**config.mk**
```make
export PLATFORM = sky130hd
export DESIGN_NAME = ff_conv_bank
export DESIGN_NICKNAME = d
export VERILOG_FILES = /design/src/rtl/ff_conv_pkg.sv /design/src/rtl/ff_conv_bank_tff_cell.sv /design/src/rtl/ff_conv_bank.sv
export SDC_FILE = /design/constraint.sdc
export NUM_CORES = 1
export LEC_CHECK = 0
export CORE_MARGIN = 5
export CORE_UTILIZATION = 53
export DETAILED_ROUTE_END_ITERATION = 8
export PLACE_DENSITY_LB_ADDON = 0.15
export RECOVER_POWER = 50
export SYNTH_ARGS = -nofsm -noshare
export SYNTH_HDL_FRONTEND = slang
export SYNTH_HIERARCHICAL = 1
export SYNTH_SLANG_ARGS = --single-unit
```
**constraint.sdc**
```tcl
create_clock -name clk -period 13.6 [get_ports clk]
set_input_delay 2.72 -clock clk [delete_from_list [all_inputs] [get_ports clk]]
set_output_delay 2.72 -clock clk [all_outputs]
set_load 0.01 [all_outputs]
```
**src/rtl/ff_conv_pkg.sv**
```systemverilog
// Shared types and excitation helper for the flip-flop conversion bank.
//   mode_e  : run-time flip-flop personality (D, T, JK, SR)
//   SR_*    : policy for SR with S=R=1
//   excite  : per-bit toggle from mode, primary/secondary input and state
package ff_conv_pkg;

  typedef enum logic [1:0] {
    MODE_D  = 2'd0,
    MODE_T  = 2'd1,
    MODE_JK = 2'd2,
    MODE_SR = 2'd3
  } mode_e;

  localparam int unsigned SR_HOLD = 0;
  localparam int unsigned SR_SET  = 1;
  localparam int unsigned SR_RST  = 2;

  // Toggle needed so that q ^ t equals the selected flip-flop's next state.
  function automatic logic excite(input mode_e m, input logic a, input logic b,
                                  input logic q, input int unsigned pol);
    logic t;
    t = 1'b0;
    case (m)
      MODE_D:  t = a ^ q;
      MODE_T:  t = a;
      MODE_JK: t = (a & ~q) | (b & q);
      MODE_SR: begin
        case ({a, b})
          2'b10:   t = ~q;
          2'b01:   t = q;
          2'b11:   t = (pol == SR_SET) ? ~q : ((pol == SR_RST) ? q : 1'b0);
          default: t = 1'b0;
        endcase
      end
      default: t = 1'b0;
    endcase
    return t;
  endfunction

endpackage

```
**src/rtl/ff_conv_bank_tff_cell.sv**
```systemverilog
// Single T flip-flop storage bit.
//   clk, rst_n : clock, async active-low reset (loads RST_VAL)
//   en         : update enable
//   t          : toggle request
//   q          : stored bit
module tff_cell #(
  parameter logic RST_VAL = 1'b0
) (
  input  logic clk,
  input  logic rst_n,
  input  logic en,
  input  logic t,
  output logic q
);

  always_ff @(posedge clk or negedge rst_n) begin
    if (!rst_n)  q <= RST_VAL;
    else if (en) q <= q ^ t;
  end

endmodule

```
**src/rtl/ff_conv_bank.sv**
```systemverilog
// Bank of WIDTH run-time configurable flip-flops (D/T/JK/SR) built on T cells,
// with sticky invalid-SR flags and a saturating toggle counter.
//   clk, rst_n       : clock, async active-low reset
//   en               : update enable for q, inv_flag set and counter increment
//   mode_wr, mode_in : mode register write (independent of en)
//   a, b             : D/T/J/S and K/R inputs per channel
//   inv_clr, cnt_clr : clear inv_flag / toggle_cnt
//   q, mode, inv_flag, toggle_cnt : registered state
module ff_conv_bank
  import ff_conv_pkg::*;
#(
  parameter int unsigned WIDTH  = 8,
  parameter int unsigned CNT_W  = 16,
  parameter int unsigned SR_POL = 0,
  parameter int unsigned RST_Q  = 0
) (
  input  logic             clk,
  input  logic             rst_n,
  input  logic             en,
  input  logic             mode_wr,
  input  logic [1:0]       mode_in,
  input  logic [WIDTH-1:0] a,
  input  logic [WIDTH-1:0] b,
  input  logic             inv_clr,
  input  logic             cnt_clr,
  output logic [WIDTH-1:0] q,
  output logic [1:0]       mode,
  output logic [WIDTH-1:0] inv_flag,
  output logic [CNT_W-1:0] toggle_cnt
);

  localparam int unsigned PW = $clog2(WIDTH + 1);
  localparam int unsigned SW = CNT_W + PW;
  localparam logic [CNT_W-1:0] CNT_MAX = '1;

  logic [WIDTH-1:0] t;
  logic [WIDTH-1:0] inv_set;
  logic [PW-1:0]    pop;
  logic [SW-1:0]    cnt_sum;
  logic [CNT_W-1:0] cnt_next;

  // Excitation: convert the active mode's inputs into per-bit toggles.
  always_comb begin
    t = '0;
    for (int i = 0; i < WIDTH; i++) begin
      t[i] = excite(mode_e'(mode), a[i], b[i], q[i], SR_POL);
    end
  end

  // Storage cells.
  for (genvar i = 0; i < WIDTH; i++) begin : g_cell
    tff_cell #(.RST_VAL(1'(RST_Q))) u_cell (
      .clk   (clk),
      .rst_n (rst_n),
      .en    (en),
      .t     (t[i]),
      .q     (q[i])
    );
  end

  // Mode register; the current edge still uses the old mode.
  always_ff @(posedge clk or negedge rst_n) begin
    if (!rst_n)       mode <= 2'(MODE_D);
    else if (mode_wr) mode <= mode_in;
  end

  // Sticky invalid-SR flags; a set on the clearing edge survives.
  assign inv_set = (en && (mode == 2'(MODE_SR))) ? (a & b) : '0;

  always_ff @(posedge clk or negedge rst_n) begin
    if (!rst_n) inv_flag <= '0;
    else        inv_flag <= (inv_clr ? '0 : inv_flag) | inv_set;
  end

  // Saturating toggle count; sum is widened so it can never wrap.
  always_comb begin
    pop = '0;
    for (int i = 0; i < WIDTH; i++) begin
      pop = pop + PW'(t[i]);
    end
    cnt_sum  = SW'(toggle_cnt) + SW'(pop);
    cnt_next = (cnt_sum > SW'(CNT_MAX)) ? CNT_MAX : cnt_sum[CNT_W-1:0];
  end

  always_ff @(posedge clk or negedge rst_n) begin
    if (!rst_n)       toggle_cnt <= '0;
    else if (cnt_clr) toggle_cnt <= '0;
    else if (en)      toggle_cnt <= cnt_next;
  end

endmodule

```
---- Yosys cells after proc, flatten, opt, wreduce, memory -nomap -nowiden ----
Cells that the tools add are included.
operators by class
  muxes and demuxes ....................... 21
  magnitude comparators ................... 1
  eq/ne operators ......................... 19
  bitwise operators ....................... 50
  $add $sub $neg .......................... 8
  reduce and logical (&&, ||, !) cells .... 3
operators by type and width
  cell                    number
  $mux W16                3
  $pmux W1 S4             8
  $eq A2 B2 Y1 const B    10
  $eq A2 B1 Y1 const B    9
  $add A16 B4 Y17         1
  $gt A17 B16 Y1 const B  1
  $add A4 B1 Y4           4
  $and A1 B1 Y1           16
  $mux W8                 2
  $pmux W1 S2             8
  $xor A1 B1 Y1           16
  $and A8 B8 Y8           1
  $not A1 Y1              8
  $or A1 B1 Y1            8
  $or A8 B8 Y8            1
  $add A3 B1 Y4           1
  $add A2 B1 Y3           1
  $add A1 B1 Y2           1
  $logic_not A2 Y1        1
  $reduce_bool A2 Y1      1
  $logic_and A1 B1 Y1     1
storage, ports and cells
  register bits ........................... 34
  bits of input ports ..................... 24
  word-level logic and storage cells ...... 113
  output and inout bits ................... 34

---- Depth between registers and ports, before layout ----
Gate-level depths: netlist of the first run.
  word-level depth ........................ 16
  mapped depth ............................ 17
  mapped depth without buffers ............ 16

---- Modules after synthesis ----
Netlist of the first run, hierarchy kept.
by module, submodules not included
  module        cells an instance  area each (sq um)  seq. area each (sq um)  times used
  ff_conv_bank  223                1970.6             650.6                   1
  tff_cell      3                  37.5               25.0                    8

---- Least setup slack after synthesis of the first run ----
Ideal clock, no wire load.
  path type ............................... input -> register
  from .................................... input port b[0]
  to ...................................... register toggle_cnt[15]
  slack ................................... 7.155 ns
  path buffers ............................ 1
  data arrival time ....................... 6.305 ns
  stages .................................. 15
  required time ........................... 13.460 ns
  library setup time ...................... 0.140 ns
  path through ............................ and4_1 -> a2111oi_0 -> inv_1 -> fa_1 -> fa_1 -> fa_1 -> fa_1 -> inv_1 -> fa_1 -> nand3_1 -> nand2_1 -> and3_1 -> buf_4 -> nor4_1 -> nor3_1
on the way
  cells in the longest elaborated chain, start to end .. 15
  elaborated cells between the ends (all ways) .. 18
  classes of those cells .................. 8 x add/sub; 1 x order compare; 2 x eq/ne; 5 x mux; 2 x bitwise
RTL lines
  item                                                line                                  RTL
  start: declaration                                  ff_conv_bank.sv:23                    input logic [WIDTH-1:0] b,
  $eq A2 B1 Y1, or another cell as far along          ff_conv_pkg.sv:28                     case ({a, b})
  $pmux W1 S2 / $or A1 B1 Y1 (equally long branches)  ff_conv_pkg.sv:28, ff_conv_pkg.sv:26
  $pmux W1 S4 *                                       ff_conv_pkg.sv:23                     case (m)
  net t[0]                                            ff_conv_bank.sv:36                    logic [WIDTH-1:0] t;
  $add A1 B1 Y2 *                                     ff_conv_bank.sv:79                    pop = pop + PW'(t[i]);
  $add A2 B1 Y3 *                                     ff_conv_bank.sv:79
  $add A3 B1 Y4 *                                     ff_conv_bank.sv:79
  $add A4 B1 Y4 * (4 in series)                       ff_conv_bank.sv:79
  $add A16 B4 Y17 *                                   ff_conv_bank.sv:81                    cnt_sum = SW'(toggle_cnt) + SW'(pop);
  $gt A17 B16 Y1                                      ff_conv_bank.sv:82                    cnt_next = (cnt_sum > SW'(CNT_MAX)) ? CNT_MAX : cnt_sum[CNT_W-1:0];
  $mux W16 *                                          ff_conv_bank.sv:82
  $mux W16 *                                          ff_conv_bank.sv:88                    else if (en) toggle_cnt <= cnt_next;
  $mux W16 *                                          ff_conv_bank.sv:87                    else if (cnt_clr) toggle_cnt <= '0;
  end signal: assignment                              ff_conv_bank.sv:88
  end: declaration                                    ff_conv_bank.sv:29                    output logic [CNT_W-1:0] toggle_cnt
The timed path passes the listed nets; every way through them passes the cells marked *. The select of a mux whose other input is x is not followed.
A chain may end at the register's enable or synchronous reset.

---- Final worst setup path of the first run ----
  from .................................... input port a[0]
  to ...................................... register toggle_cnt[14]
on the way
  cells in the longest elaborated chain, start to end .. 15
  elaborated cells between the ends (all ways) .. 19
  classes of those cells .................. 8 x add/sub; 1 x order compare; 2 x eq/ne; 5 x mux; 3 x bitwise
RTL lines
  item                                                line                                  RTL
  start: declaration                                  ff_conv_bank.sv:22                    input logic [WIDTH-1:0] a,
  $eq A2 B1 Y1, or another cell as far along          ff_conv_pkg.sv:28
  $pmux W1 S2 / $or A1 B1 Y1 (equally long branches)  ff_conv_pkg.sv:28, ff_conv_pkg.sv:26
  $pmux W1 S4 *                                       ff_conv_pkg.sv:23
  net t[0]                                            ff_conv_bank.sv:36
  $add A1 B1 Y2 *                                     ff_conv_bank.sv:79
  $add A2 B1 Y3 *                                     ff_conv_bank.sv:79
  $add A3 B1 Y4 *                                     ff_conv_bank.sv:79
  $add A4 B1 Y4 * (4 in series)                       ff_conv_bank.sv:79
  $add A16 B4 Y17 *                                   ff_conv_bank.sv:81
  $gt A17 B16 Y1                                      ff_conv_bank.sv:82
  $mux W16 *                                          ff_conv_bank.sv:82
  $mux W16 *                                          ff_conv_bank.sv:88
  $mux W16 *                                          ff_conv_bank.sv:87
Marked as above.

==> out/summary.json, run 1 <==
{
  "synth": {
    "combinational_family_with_the_most_area_after_synthesis": "simple AND/OR/NAND/NOR gates",
    "synth_top_cell_by_area": "dfrtp_1",
    "postSynthRegisterBits": 34,
    "netlist_top_cells_area": "dfrtp_1 37%, nand2_1 5.0%, mux2_2 4.5%",
    "syn_nets": 282,
    "synthDistinctLibCells": 41,
    "synth-compound-area-share_pct": 16.42,
    "synth_flop_cell": "dfrtp_1",
    "netlist_area_um2": 2271,
    "post_synth_and_or_nand_nor_area_fraction_pct": 22.70,
    "yosysWarnings": 6,
    "synth_top_cells_by_count": "34 x dfrtp_1, 30 x nand2_1, 25 x nor2_1",
    "yosys.area_share.xor_xnor_pct": 3.857,
    "synth_sequential_area_ratio_pct": 37.47,
    "synth-edff-count": 0,
    "post_synth_fa_ha_maj_area_fraction_pct": 7.713,
    "post_synth.cell_area_avg_um2": 9.194,
    "syn-instance-count": 247,
    "synthMostInstantiatedCell": "dfrtp_1",
    "muxShareOfSynthArea_pct": 5.785,
    "synth_top_area_share_pct": 37.47,
    "synth_async_sr_flop_share_pct": 100.0
  },
  "global_routing": {
    "global_route_usage_over_all_layers_pct": 21.19,
    "wire_length_of_the_first_global_routing_pass_um": 9163,
    "first_global_vias": 1949,
    "grt_max_degree": 35,
    "gr-total-overflow": 0,
    "antenna_found_initial": 0
  },
  "die": {
    "fp-row-count": 23,
    "die_w_um": 75.46,
    "dieArea_um2": 5694,
    "floorplan.core_area_um2": 4086,
    "ioPinCount": 58,
    "die_h_um": 75.46,
    "initial_core_util_pct": 55.57
  },
  "timing": {
    "unrepaired_setup_endpoints_after_global_routing": "no",
    "clock-skew-final_ns": 0.008260,
    "clock.fmax_mhz": 139.5,
    "setup_tns_ns": 0,
    "final_setup_violation_count": 0,
    "final_max_slew_viol_count": 35,
    "hold_viol_final": 0,
    "slew-limit-headroom_pct": -24.21,
    "worstMarginPinSlew_ns": 1.863,
    "final.period_utilization_pct": 52.73,
    "final.min_clock_period_ns": 7.171
  },
  "worst_setup_path": {
    "cp_data_arrival_time_ns": 7.31,
    "crit_fanout": 6,
    "critical_path_class": "in2reg",
    "r2r_slack_ns": 8.55,
    "cp.required_ns": 13.74,
    "critical_path.endpoint_type": "register",
    "worst_setup_path_start_kind": "primary input"
  },
  "route": {
    "viasPerCell": 5.625,
    "detail_route.wl_per_cell_um": 14.99,
    "finalWirelength_um": 5322,
    "drt_pass1_iterations": 4,
    "drc_errors": 0,
    "drt_iter0_markers": 160,
    "via_count": 1997,
    "drt.antenna.violating_nets": 0
  },
  "cts": {
    "hold_buffers": 0,
    "cts_tree": "done",
    "post_cts_buffers": 0,
    "clock_tree.buffer_depth": 2,
    "tritoncts.num_buffers": 5,
    "clk_pin_slew_worst_paths_ns": 0.07,
    "clk-insertion-delay-late_ns": 0.29,
    "total_number_of_clock_tree_sinks": 34,
    "ctsHtreeMaxLevel": 2,
    "cts_root_buffer": "clkbuf_8",
    "cts.repair.resized": 0
  },
  "finish": {
    "final_cell_count_without_fillers": 355,
    "final_net_count": 339,
    "n_antenna_cell": 0,
    "post_route_cells_drive_above_1_share_pct": 9.180,
    "layout-area-overhead-vs-synth_pct": 30.96
  },
  "power": {
    "pwr_density_cell_nw_per_um2": 178.0,
    "irDropWorstVdd_mv": 0.1324,
    "leakagePower_uw": 0.001286
  },
  "place": {
    "placement.io_buffers": 57,
    "finalWeightedCongestion": 0.8884,
    "post-dp-hpwl_um": 3928,
    "placed_cells": 347
  },
  "outcome": {
    "failed_checks": "capacitance limit, slew limit",
    "status": "finished with violations"
  },
  "run": {
    "max_cap_violations": 1
  },
  "min_path": {
    "worstHoldPathType": "reg2reg"
  }
}
logic make-up after synthesis:
logic type	after synthesis
compound gates	48
flops	34
fa+ha+maj	11
xor+xnor	10
buf+inv	33
simple gates	99
mux	12
per-stage QoR:
step / total power (uW) / setup WS, ns / cell area (um^2) / util, % / hold WS (ns)
floorplan: 344.5 / 7.155 / 2271 / - / 0.5543
global placement: 431.9 / 6.346 / 2872 / 70.27 / 0.5145
detailed placement: 439.7 / 6.247 / 2872 / 70.27 / 0.5189
CTS: 534.0 / 6.466 / 2982 / 72.96 / 0.5299
global route: 581.1 / 6.181 / 2974 / 72.78 / 0.5482
finish: 529.5 / 6.429 / 2974 / 72.78 / 0.5248
path summary, 6_finish.rpt:
kind                       cells after the start                          to                   from
max                                           15  toggle_cnt[14]$_DFFE_PN0P_                   a[0]
min                                            2       inv_flag[5]$_DFF_PN0_  inv_flag[5]$_DFF_PN0_
max reg2reg                                   15  toggle_cnt[14]$_DFFE_PN0P_    mode[0]$_DFFE_PN0P_
min reg2reg                                    2       inv_flag[5]$_DFF_PN0_  inv_flag[5]$_DFF_PN0_
max in group asynchronous                      2  toggle_cnt[14]$_DFFE_PN0P_                  rst_n
min in group asynchronous                      2       inv_flag[4]$_DFF_PN0_                  rst_n
state kept, by name (all words and copies together), names as in the netlist:
register / count
mode: 2
inv_flag: 8
g_cell.u_cell/q: 8
toggle_cnt: 16
power by group:
group / switching [uW] / leakage [uW] / internal, uW
clock: 37.9 / 0.0000575 / 51.2
combinational: 145 / 0.000782 / 147
sequential: 27.1 / 0.000446 / 121
layout make-up:
class                      instances  area [um^2]
fill                             335         1112
inverter                          24        90.09
sequential                        34        850.8
tap                               50        62.56
clock buffer                       8        110.1
timing repair buffer              59        578.1
multi-input combinational        180         1282
cells in the final DEF (no fill, tap or decap), types with 3 or more instances in the layout:
master / count
o21a_1: 3
fa_1: 5
inv_1: 24
and3_1: 3
ha_1: 6
nand3_1: 9
o22ai_1: 8
clkbuf_8: 8
a21oi_1: 12
clkdlybuf4s50_1: 47
a2111o_1: 6
nor2b_1: 8
a211oi_2: 3
nor2_1: 25
nand2_1: 30
dfrtp_1: 34
mux2_2: 9
and4_1: 9
nor3_1: 5
o21ai_0: 4
mux2i_1: 3
xnor2_1: 10
dlygate4sd3_1: 10
nand4_1: 3
metal layers:
metal | part of all wire [%] | GRT usage, % | wire, um | vias to the layer above
met2 | 46 | 33.56 | 2424 | 60
met4 | 1.2 | 5.825 | 65 | 0
met3 | 5.8 | 4.485 | 307 | 7
met5 | 0 | 0 | 0 | -
met1 | 47 | 29.54 | 2524 | 939
li1 | - | - | - | 991
worst max-delay path: stages:
cell and delay [ns]:
clkdlybuf4s50_1 0.46, and4_1 0.21, a2111oi_0 0.58, inv_1 0.13, fa_1 0.52, fa_1 0.44, fa_1 0.46, fa_1 0.39
inv_1 0.09, fa_1 0.21, nand3_1 0.16, a21oi_1 0.44, nand3_1 0.19, nor3_1 0.23, a211oi_2 0.07
(Power assumes the default switching activity.)
==> inputs of run 2 (changes only) <==
CORE_UTILIZATION = 44   (was 53)
clock period = 5.89 ns   (was 13.6 ns; I/O delays follow)
==> out/summary.json, run 2 (synthesis results as in run 1) <==
{
  "route": {
    "drt_iter0_markers": {"value": 59, "change": "-63%"},
    "drc_errors": {"value": 0, "change": "unchanged"},
    "viasPerCell": {"value": 5.255, "change": "-6.6%"},
    "drt_pass1_iterations": {"value": 5, "change": "+1"},
    "drt.antenna.violating_nets": {"value": 0, "change": "unchanged"},
    "topRoutingLayerUsed": "met4",
    "via_count": {"value": 1976, "change": "-1.1%"},
    "met3_wirelength": {"value": 326, "unit": "um", "change": "+6.2%"},
    "met1Wirelength": {"value": 2280, "unit": "um", "change": "-9.7%"},
    "met2_length": {"value": 2506, "unit": "um", "change": "+3.4%"},
    "detail_route.wl_per_cell": {"value": 13.74, "unit": "um", "change": "-8.3%"},
    "finalWirelength": {"value": 5167, "unit": "um", "change": "-2.9%"}
  },
  "min_path": {
    "source_of_the_worst_hold_timing_path": "inv_flag[5]$_DFF_PN0_",
    "holdPathStages": {"value": 2, "change": "unchanged"},
    "worstHoldPathType": "reg2reg",
    "worstHoldEndpoint": "inv_flag[5]$_DFF_PN0_"
  },
  "worst_setup_path": {
    "crit_fanout": {"value": 5, "change": "-1"},
    "critical_path.endpoint_type": "register",
    "cp_top_family": "adder cells",
    "crit_path_max_incr_delay": {"value": 0.51, "unit": "ns", "change": "-0.07 ns"},
    "cp_slowest_cell": "fa_1",
    "critical_path.cell_chain": "clkdlybuf4s50_1 -> and4_1 -> a2111oi_0 -> buf_4 -> inv_1 -> fa_1 -> fa_1 -> fa_1 -> fa_1 -> inv_1 -> fa_1 -> nand3_1 -> a2111oi_2 -> nand3_1 -> mux2i_1 -> nor2_1",
    "r2r_slack": {"value": 1.19, "unit": "ns", "change": "-7.36 ns"},
    "r2r.worst_path.cells": {"value": 16, "change": "+1"},
    "critPathBufInv": {"value": 4, "change": "+1"},
    "critPathMostFrequentCell": "fa_1",
    "cp_data_arrival_time": {"value": 5.47, "unit": "ns", "change": "-1.84 ns"},
    "critical_path_class": "in2reg",
    "worstReg2RegStart": "mode[0]$_DFFE_PN0P_",
    "rr_endpoint": "toggle_cnt[12]$_DFFE_PN0P_",
    "cp.required": {"value": 6.04, "unit": "ns", "change": "-7.70 ns"},
    "worst_setup_path_start_kind": "primary input"
  },
  "timing": {
    "final.min_clock_period_ns": 5.320,
    "final.period_utilization_pct": 90.33,
    "unrepaired_setup_endpoints_after_global_routing": "no",
    "holdWs": {"value": 0.5225, "unit": "ns", "change": "-0.002251 ns"},
    "worstMarginPinSlew": {"value": 1.848, "unit": "ns", "change": "-0.01515 ns"},
    "slew-limit-headroom": {"value": -23.20, "unit": "%", "change": "+1.0 points"},
    "hold_viol_final": {"value": 0, "change": "unchanged"},
    "final_max_slew_viol_count": {"value": 35, "change": "unchanged"},
    "clock-skew-final": {"value": 0.005445, "unit": "ns", "change": "-0.002815 ns"},
    "setup_tns": {"value": 0, "unit": "ns", "change": "unchanged"},
    "final_setup_violation_count": {"value": 0, "change": "unchanged"},
    "clock.fmax_mhz": 188.0
  },
  "cts": {
    "clock_tree.buffer_depth": {"value": 2, "change": "unchanged"},
    "hold_buffers": {"value": 0, "change": "unchanged"},
    "post_cts_buffers": {"value": 0, "change": "unchanged"},
    "cts.repair.resized": {"value": 0, "change": "unchanged"},
    "clk_pin_slew_worst_paths": {"value": 0.07, "unit": "ns", "change": "about the same"},
    "cts_tree": "done",
    "cts_root_buffer": "clkbuf_8",
    "tritoncts.num_buffers": {"value": 5, "change": "unchanged"},
    "total_number_of_clock_tree_sinks": {"value": 34, "change": "unchanged"},
    "ctsHtreeMaxLevel": {"value": 2, "change": "unchanged"},
    "clk-insertion-delay-late": {"value": 0.28, "unit": "ns", "change": "about the same"}
  },
  "global_routing": {
    "first_global_vias": {"value": 1965, "change": "+0.82%"},
    "wire_length_of_the_first_global_routing_pass": {"value": 8859, "unit": "um", "change": "-3.3%"},
    "gr-total-overflow": {"value": 0, "change": "unchanged"},
    "global_route_usage_over_all_layers": {"value": 16.92, "unit": "%", "change": "-4.3 points"},
    "antenna_found_initial": {"value": 0, "change": "unchanged"},
    "grt_max_degree": {"value": 35, "change": "unchanged"}
  },
  "die": {
    "ioPinCount": {"value": 58, "change": "unchanged"},
    "fp-row-count": {"value": 26, "change": "+13%"},
    "die_w": {"value": 81.84, "unit": "um", "change": "+8.5%"},
    "dieArea": {"value": 6698, "unit": "um^2", "change": "+18%"},
    "floorplan.core_area": {"value": 5075, "unit": "um^2", "change": "+24%"},
    "initial_core_util": {"value": 44.75, "unit": "%", "change": "-11 points"},
    "die_h": {"value": 81.84, "unit": "um", "change": "+8.5%"}
  },
  "place": {
    "finalWeightedCongestion": {"value": 0.7841, "change": "-12%"},
    "post-dp-hpwl": {"value": 3927, "unit": "um", "change": "about the same"},
    "placement.io_buffers": {"value": 57, "change": "unchanged"}
  },
  "finish": {
    "layout.filler_cells": {"value": 487, "change": "+45%"},
    "largest_register": "toggle_cnt",
    "post-route-util": {"value": 59.32, "unit": "%", "change": "-13 points"},
    "flip_flop_count_of_the_largest_register_after_layout": {"value": 16, "change": "unchanged"},
    "top_regs": "toggle_cnt (16), g_cell.u_cell/q (8), inv_flag (8)",
    "layout-area-overhead-vs-synth_pct": 32.56,
    "final_net_count": {"value": 340, "change": "+0.29%"},
    "layout_common_cells": "40 x clkdlybuf4s50_1, 34 x dfrtp_1, 30 x nand2_1, 25 x nor2_1, 24 x inv_1",
    "post_route_cells_drive_above_1_share": {"value": 9.804, "unit": "%", "change": "+0.62 points"},
    "layout_commonest_cell": "clkdlybuf4s50_1",
    "n_antenna_cell": {"value": 0, "change": "unchanged"}
  },
  "power": {
    "combinationalPowerShare": {"value": 55.6, "unit": "%", "change": "+0.4 points"},
    "power_switching": {"value": 490.0, "unit": "uW", "change": "+130%"},
    "leakagePower": {"value": 0.001316, "unit": "uW", "change": "+2.4%"},
    "irDropWorstVdd": {"value": 0.3207, "unit": "mV", "change": "+140%"},
    "share_clk_of_total_power": {"value": 16.5, "unit": "%", "change": "-0.3 points"},
    "share_seq_of_total_power": {"value": 28.0, "unit": "%", "change": "about the same"},
    "power.switching_fraction": {"value": 39.86, "unit": "%", "change": "+0.14 points"},
    "internal_power": {"value": 739.2, "unit": "uW", "change": "+130%"},
    "pwr_density_cell": {"value": 408.3, "unit": "nW/um^2", "change": "+130%"}
  },
  "outcome": {
    "failed_checks": "capacitance limit, slew limit",
    "status": "finished with violations"
  },
  "run": {
    "max_cap_violations": {"value": 1, "change": "unchanged"}
  }
}
-- run 2: changes by cell type in the layout (fill, tap and decap cells not counted), sizes merged --
cell / delta
buf: +2
dlygate4sd3: +7
clkbuf: -1
clkdlybuf4s50: -7
-- run 2: power groups by stage --
stage	Combinational, uW	Clock, uW	Sequential (uW)
6_report	683	202	344
5_1_grt	766	221	355
4_1_cts	695	210	345
3_5_place_dp	687	0	350
3_3_place_gp	681	0	347
2_1_floorplan	443	0	352
-- run 2: worst reg2reg max path, delay by kind of cell (launching register included) --
family                     cells  cell delay (ns)
adders and majority gates      5             1.98
DFF                            1             0.73
AOI/OAI and AO/OA              2             0.72
muxes                          2             0.44
and+or+nand+nor                4             0.38
buffers and inverters          3             0.31
-- run 2: layout make-up --
class                           instances  area [um^2]  share of cell area, %
Multi-Input combinational cell        180         1282                  42.60
Sequential cell                        34        850.8                  28.26
Inverter                               24        90.09                  2.993
Tap cell                               70        87.58                  2.909
Timing Repair Buffer                   60        589.3                  19.58
Clock buffer                            8        110.1                  3.658
-- run 2: worst max-delay path by stage --
stage,from,end,cells after the start
after global placement,a[0],toggle_cnt[12]$_DFFE_PN0P_,16
after floorplan,b[0],toggle_cnt[15]$_DFFE_PN0P_,15
after detailed placement,a[0],toggle_cnt[12]$_DFFE_PN0P_,16
final,a[0],toggle_cnt[12]$_DFFE_PN0P_,16
after CTS,a[0],toggle_cnt[12]$_DFFE_PN0P_,16
after global routing,a[0],toggle_cnt[12]$_DFFE_PN0P_,18
-- run 2: through the flow --
stage | cell area (um^2) | total power, uW | worst slack [ns] | std cells
2_1_floorplan | 2271 | 795.4 | 0.9870 | 247
3_3_place_gp | 2904 | 1028 | 0.3273 | 368
3_5_place_dp | 2904 | 1036 | 0.2424 | 368
4_1_cts | 3014 | 1251 | 0.5272 | 376
5_1_grt | 3010 | 1342 | 0.2652 | 376
6_report | 3010 | 1229 | 0.5695 | 376
-- run 2: routing by layer --
layer | up-vias | GRT usage, %
met4 | 0 | 5.648
met2 | 58 | 28.76
met1 | 927 | 21.37
li1 | 986 | -
met5 | - | 0
met3 | 5 | 3.399
